File: config.mk
export PLATFORM = sky130hd
export DESIGN_NAME = neuron_requant_pack_flat
export DESIGN_NICKNAME = d
export VERILOG_FILES = /design/src/rtl/neuron_requant_pack_pkg.sv /design/src/rtl/neuron_requant_pack_if.sv /design/src/rtl/neuron_requant_pack_requant_lane.sv /design/src/rtl/neuron_requant_pack.sv /design/src/flat_wrapper.sv
export SDC_FILE = /design/constraint.sdc
export NUM_CORES = 1
export LEC_CHECK = 0
export CORE_MARGIN = 3
export CORE_UTILIZATION = 55
export CTS_CLUSTER_DIAMETER = 50
export DETAILED_ROUTE_END_ITERATION = 12
export PLACE_DENSITY_LB_ADDON = 0.2
export SLEW_MARGIN = 20
export SYNTH_ARGS = -nofsm -noshare
export SYNTH_HDL_FRONTEND = slang
export SYNTH_SLANG_ARGS = --single-unit
File: constraint.sdc
create_clock -name clk -period 4.7 [get_ports clk]
set_input_delay 1.175 -clock clk [delete_from_list [all_inputs] [get_ports clk]]
set_output_delay 1.175 -clock clk [all_outputs]
set_load 0.05 [all_outputs]
File: src/rtl/neuron_requant_pack_pkg.sv
// Shared types and constants for the CIM neuron requantize/pack stage.
package neuron_requant_pack_pkg;

  localparam int SUM_W     = 12;
  localparam int ACT_W     = 9;
  localparam int NUM_LANES = 8;
  localparam int IDX_W     = $clog2(NUM_LANES);
  localparam int VEC_W     = ACT_W * NUM_LANES;

  localparam int ACT_MAX = 255;
  localparam int ACT_MIN = -256;

  // COLLECT: filling the collection buffer; FULL: buffer holds a finished
  // vector waiting for the output register to free up.
  typedef enum logic {
    COLLECT = 1'b0,
    FULL    = 1'b1
  } state_e;

  typedef logic signed [ACT_W-1:0] act_t;
  typedef logic [VEC_W-1:0]        vec_t;

endpackage

File: src/rtl/neuron_requant_pack_if.sv
// Sum-in / vector-out handshake bundle for neuron_requant_pack.
interface neuron_requant_pack_if;
  import neuron_requant_pack_pkg::*;

  logic             in_valid;
  logic             in_ready;
  logic [SUM_W-1:0] in_sum;
  logic             out_valid;
  logic             out_ready;
  vec_t             out_act;
  logic             out_sat;

  // Producer of sums and consumer of vectors.
  modport master (
    output in_valid, in_sum, out_ready,
    input  in_ready, out_valid, out_act, out_sat
  );

  // The requant/pack block itself.
  modport slave (
    input  in_valid, in_sum, out_ready,
    output in_ready, out_valid, out_act, out_sat
  );

endinterface

File: src/rtl/neuron_requant_pack_requant_lane.sv
// Combinational requantizer: optional ReLU, rounding arithmetic shift, saturation.
module neuron_requant_pack_requant_lane
  import neuron_requant_pack_pkg::*;
#(
  parameter int SHIFT = 3,
  parameter bit RELU  = 1'b1
) (
  input  logic signed [SUM_W-1:0] in_sum,
  output act_t                    act,
  output logic                    sat
);

  // Half-LSB rounding constant; zero when no shift is applied.
  localparam logic signed [SUM_W:0] RND =
    (SHIFT > 0) ? (13'sd1 <<< ((SHIFT > 0) ? SHIFT - 1 : 0)) : 13'sd0;
  localparam logic signed [SUM_W:0] HI  = 13'(ACT_MAX);
  localparam logic signed [SUM_W:0] LO  = RELU ? 13'(0) : 13'(ACT_MIN);

  logic signed [SUM_W:0] sum_ext;
  logic signed [SUM_W:0] shifted;

  // Widen by one bit so the rounding add cannot overflow, then clamp.
  always_comb begin
    // NOTE: every always_comb output gets a default first so no path infers a latch.
    sum_ext = {in_sum[SUM_W-1], in_sum};
    shifted = '0;
    act     = '0;
    sat     = 1'b0;
    if (RELU && in_sum[SUM_W-1]) begin
      shifted = '0;
    end else begin
      shifted = (sum_ext + RND) >>> SHIFT;
    end
    if (shifted > HI) begin
      act = HI[ACT_W-1:0];
      sat = 1'b1;
    end else if (shifted < LO) begin
      act = LO[ACT_W-1:0];
      sat = 1'b1;
    end else begin
      act = shifted[ACT_W-1:0];
    end
  end

endmodule

File: src/rtl/neuron_requant_pack.sv
// Requantizes neuron sums and packs eight lanes into a double-buffered activation vector.
module neuron_requant_pack
  import neuron_requant_pack_pkg::*;
#(
  parameter int SHIFT = 3,
  parameter bit RELU  = 1'b1
) (
  input logic                  clk,
  input logic                  rst_n,
  neuron_requant_pack_if.slave bus
);

  state_e           state_q, state_d;
  logic             alive_q;
  logic [IDX_W-1:0] idx_q;
  act_t             lane_q [NUM_LANES];
  logic             buf_sat_q;
  vec_t             out_act_q;
  logic             out_valid_q;
  logic             out_sat_q;

  act_t             lane_act;
  logic             lane_sat;
  vec_t             buf_vec;
  logic             in_ready_c;
  logic             accept;
  logic             last;
  logic             out_xfer;
  logic             out_free;
  logic             load_live;
  logic             load_buf;

  neuron_requant_pack_requant_lane #(
    .SHIFT (SHIFT),
    .RELU  (RELU)
  ) u_lane (
    .in_sum ($signed(bus.in_sum)),
    .act    (lane_act),
    .sat    (lane_sat)
  );

  // State register; alive_q keeps in_ready low until the first edge after reset.
  always_ff @(posedge clk or negedge rst_n) begin
    // NOTE: clocked blocks use non-blocking assignments so all registers see pre-edge values.
    if (!rst_n) begin
      state_q <= COLLECT;
      alive_q <= 1'b0;
    end else begin
      state_q <= state_d;
      alive_q <= 1'b1;
    end
  end

  // Next state: park in FULL when a vector completes but the output is occupied.
  always_comb begin
    state_d = state_q;
    case (state_q)
      COLLECT: if (last && !out_free) state_d = FULL;
      FULL:    if (out_xfer)          state_d = COLLECT;
      default: state_d = COLLECT;
    endcase
  end

  // FSM outputs and handshake qualifiers; in_ready comes from registers only.
  always_comb begin
    in_ready_c = alive_q && (state_q == COLLECT);
    accept     = bus.in_valid && in_ready_c;
    last       = accept && (idx_q == IDX_W'(NUM_LANES - 1));
    out_xfer   = out_valid_q && bus.out_ready;
    out_free   = !out_valid_q || out_xfer;
    load_live  = (state_q == COLLECT) && last && out_free;
    load_buf   = (state_q == FULL) && out_xfer;
  end

  // Flatten the collection lanes into vector layout (lane 0 in the LSBs).
  always_comb begin
    buf_vec = '0;
    for (int k = 0; k < NUM_LANES; k++) begin
      buf_vec[k*ACT_W +: ACT_W] = lane_q[k];
    end
  end

  // Collection lanes; stale contents are harmless because idx restarts at 0.
  always_ff @(posedge clk) begin
    // NOTE: lane storage is deliberately not reset; every lane is rewritten before it is read.
    if (accept) lane_q[idx_q] <= lane_act;
  end

  // Write index and OR-accumulated saturation flag for the vector being built.
  always_ff @(posedge clk or negedge rst_n) begin
    if (!rst_n) begin
      idx_q     <= '0;
      buf_sat_q <= 1'b0;
    end else begin
      if (accept) idx_q <= last ? '0 : idx_q + 1'b1;
      if (load_live || load_buf) begin
        buf_sat_q <= 1'b0;
      end else if (accept) begin
        buf_sat_q <= buf_sat_q | lane_sat;
      end
    end
  end

  // Output register: live load bypasses the 8th lane, buffered load drains FULL.
  always_ff @(posedge clk or negedge rst_n) begin
    if (!rst_n) begin
      out_act_q   <= '0;
      out_sat_q   <= 1'b0;
      out_valid_q <= 1'b0;
    end else if (load_live) begin
      out_act_q   <= {lane_act, buf_vec[VEC_W-ACT_W-1:0]};
      out_sat_q   <= buf_sat_q | lane_sat;
      out_valid_q <= 1'b1;
    end else if (load_buf) begin
      out_act_q   <= buf_vec;
      out_sat_q   <= buf_sat_q;
      out_valid_q <= 1'b1;
    end else if (out_xfer) begin
      out_valid_q <= 1'b0;
    end
  end

  assign bus.in_ready  = in_ready_c;
  assign bus.out_valid = out_valid_q;
  assign bus.out_act   = out_act_q;
  assign bus.out_sat   = out_sat_q;

endmodule

File: src/flat_wrapper.sv
// flat-port wrapper written by rule: the top's interface ports become plain ports
module neuron_requant_pack_flat import neuron_requant_pack_pkg::*;
#(
  parameter int SHIFT = 3,
  parameter bit RELU  = 1'b1
)
  (clk, rst_n, bus_in_valid, bus_in_sum, bus_out_ready, bus_in_ready, bus_out_valid, bus_out_act, bus_out_sat);
  neuron_requant_pack_if bus_i ();
  input logic clk;
  input logic rst_n;
  input wire logic [$bits(bus_i.in_valid)-1:0] bus_in_valid;
  input wire logic [$bits(bus_i.in_sum)-1:0] bus_in_sum;
  input wire logic [$bits(bus_i.out_ready)-1:0] bus_out_ready;
  output wire logic [$bits(bus_i.in_ready)-1:0] bus_in_ready;
  output wire logic [$bits(bus_i.out_valid)-1:0] bus_out_valid;
  output wire logic [$bits(bus_i.out_act)-1:0] bus_out_act;
  output wire logic [$bits(bus_i.out_sat)-1:0] bus_out_sat;
  assign bus_i.in_valid = bus_in_valid;
  assign bus_i.in_sum = bus_in_sum;
  assign bus_i.out_ready = bus_out_ready;
  assign bus_in_ready = bus_i.in_ready;
  assign bus_out_valid = bus_i.out_valid;
  assign bus_out_act = bus_i.out_act;
  assign bus_out_sat = bus_i.out_sat;
  neuron_requant_pack #(.SHIFT(SHIFT), .RELU(RELU)) u_core (.clk(clk), .rst_n(rst_n), .bus(bus_i));
endmodule
==> results.json <==
{
  "drv_slew": 0,
  "num_io_pins": 91,
  "first_global_vias": 3388,
  "nets": 465,
  "grt_usage_pct": 21.2,
  "required_ns": 3.52,
  "via_per_inst": 5.51,
  "yosys.area_share.simple_pct": 6.04,
  "routed.top_layer": "met4",
  "synth_fa_ha_area_share_pct": 0.663,
  "start_kind": "flop",
  "dr.pass1.iters": 5,
  "rsz0062_at_grt": "false",
  "synth_area_um2": 5660,
  "vias": 3262,
  "setup_tns_ns": 0,
  "die_w_um": 107,
  "clk_pin_slew_ns": 0.06,
  "place.gp.congestion": 0.867,
  "period_share_pct": 70.0,
  "wl_per_cell_um": 19.4,
  "worstPathArrival_ns": 2.11,
  "yosysUniqueCellTypes": 44,
  "synth_common_cells": "80 x dfrtp_1, 72 x edfxtp_1, 64 x mux2_2",
  "synth_edf_count": 72,
  "grt_pass1_wl_um": 18100,
  "start_util_pct": 57.1,
  "min_period_ns": 3.29,
  "synth-main-ff-cell": "dfrtp_1",
  "clk_latency_ns": 0.52,
  "clk_path_buf_depth": 2,
  "coreArea_um2": 9910,
  "dp.final_hpwl_um": 6910,
  "io_buffers": 88,
  "cts_setup_buffers": 0,
  "postSynthAreaPerCell_um2": 16.8,
  "cts.sinks": 152,
  "max_freq_mhz": 304,
  "synth-seq-cells": 152,
  "h-tree-depth": 4,
  "synth_top_area_share_pct": 38.2,
  "yosys_warnings": 0,
  "final.fill_count": 656,
  "path_cells": "nor2b_1 -> clkdlybuf4s50_1",
  "power_uw": 5450,
  "muxShareOfSynthArea_pct": 12.7,
  "synth-async-reset-ratio_pct": 52.6,
  "met1Wirelength_um": 4800,
  "drt_iter0_drc": 195,
  "area_growth_syn_to_layout_pct": 28.5,
  "crit_fanout": 7,
  "endpoint_kind": "output port",
  "leakage_uw": 0.00294,
  "rows": 36,
  "yosysMostFrequentCell": "dfrtp_1",
  "stdcell_count": 592,
  "cts_root_buf": "clkbuf_8",
  "cts_tree": "yes",
  "grt_max_degree": 81,
  "critPathSlowestCell": "clkdlybuf4s50_1",
  "synth_compound_area_share_pct": 4.58,
  "die-area_um2": 11500,
  "grt.overflow.total": 0,
  "synth_top_family_by_area": "multiplexers",
  "final-hold-violation-count": 0,
  "postCtsHoldBufs": 0,
  "post_cts_resized": 0,
  "die_height_um": 107,
  "antenna_cells": 0,
  "maxCapViolCount": 0,
  "tightest_slew_ns": 1.09,
  "dp.cells": 560,
  "powerDensity_nw_per_um2": 750,
  "drive_above_1_share_pct": 23.7,
  "synthCells": 336,
  "setup_viol": 0,
  "wirelength_um": 11500,
  "drc": 0,
  "crit_type": "flop to output port",
  "cp_slowest_stage_delay_ns": 0.87,
  "yosys-top-cells-area": "edfxtp_1 38%, dfrtp_1 35%, mux2_2 13%",
  "dr_wl_met3_um": 598,
  "synthXorXnorAreaFrac_pct": 0.310,
  "vdd_drop_max_uv": 417,
  "antenna_found_initial": 0,
  "max_slew_margin_pct": 26.7,
  "yosysTopAreaCell": "edfxtp_1",
  "clock_skew_ns": 0.00847,
  "antenna_left": 0,
  "met2_length_um": 5990,
  "hold_path_class": "flop to flop",
  "numCtsBuffers": 17,
  "status": "completed",
  "yosysSeqAreaShare_pct": 73.6
}
## cell usage in the layout, fill, tap and decap left out, types with 4 or more instances in the layout
| cell | n |
|---|---|
| clkbuf_16 | 16 |
| inv_6 | 4 |
| a21oi_1 | 4 |
| conb_1 | 9 |
| a31oi_1 | 7 |
| nand3_1 | 6 |
| clkdlybuf4s50_1 | 87 |
| nor3_1 | 6 |
| dfrtp_1 | 80 |
| nand2_1 | 13 |
| o21ai_0 | 5 |
| edfxtp_1 | 72 |
| buf_4 | 6 |
| nor2_1 | 18 |
| mux2_2 | 64 |
| inv_1 | 6 |
## cell families after synthesis
group / count (synthesis)
AOI/OAI and AO/OA: 37
xor gates and xnor gates: 2
adders and majority gates: 3
buffers and inverters: 16
DFF: 152
muxes: 64
other: 2
and+or+nand+nor: 60
## layout make-up
| type | count | area [um^2] | share of cell area, % |
|---|---|---|---|
| well taps | 133 | 166 | 2.29 |
| flip-flops and latches | 152 | 4160 | 57.3 |
| multi-input cells | 175 | 1420 | 19.6 |
| repair buffers | 94 | 927 | 12.7 |
| clock inverters | 13 | 146 | 2.01 |
| clock buffers | 19 | 422 | 5.80 |
| inverters | 6 | 22.5 | 0.310 |
## where the power goes
group | switching (uW) | internal [uW]
Combinational | 1420 | 766
Clock | 534 | 762
Sequential | 216 | 1750
Total | 2170 | 3280
## worst max-delay path: cells and delay by family, from the launching register on
kind / cells / cell delay, ns
buf+inv: 1 / 0.87
flops: 1 / 0.44
simple gates: 1 / 0.30
## metal layers
layer  track usage (%)  vias up
met3              6.12       16
met1              27.1     1675
li1                  -     1459
met2              35.3      112
met5                 0        -
met4              6.58        0
## sequential cells by signal, indices dropped and copies added (netlist names)
register and count:
u_core.lane_q 72, u_core.bus.out_valid 1, u_core.idx_q 3, u_core.buf_sat_q 1
u_core.state_q 1, u_core.alive_q 1, u_core.bus.out_sat 1, u_core.bus.out_act 72
## path summary, 6_finish.rpt
path | start | to | slack [ns] | cells after the start
worst min-delay path | u_core.lane_q[4][6] | u_core.bus.out_act[42] | 0.47 | 1
worst min register to register | u_core.lane_q[4][6] | u_core.bus.out_act[42] | 0.47 | 1
worst max register to register | u_core.idx_q[0] | u_core.bus.out_act[56] | 2.25 | 6
min in group asynchronous | rst_n | u_core.bus.out_act[6] | 0.70 | 1
max in group asynchronous | rst_n | u_core.state_q | 3.50 | 1
worst max-delay path | u_core.state_q | bus_in_ready | 1.41 | 2
## metrics by stage
step / hold WS (ns) / utilization [%] / worst slack (ns) / area (um^2)
after CTS: 0.476 / 73.3 / 1.40 / 7270
after global routing: 0.487 / 73.4 / 1.31 / 7270
final: 0.475 / 73.4 / 1.41 / 7270
after floorplan: 0.454 / - / 2.03 / 5680
after detailed placement: 0.461 / 67.6 / 1.34 / 6700
after global placement: 0.455 / 67.6 / 1.37 / 6700
No activity file was read; power rests on OpenSTA's default activity.
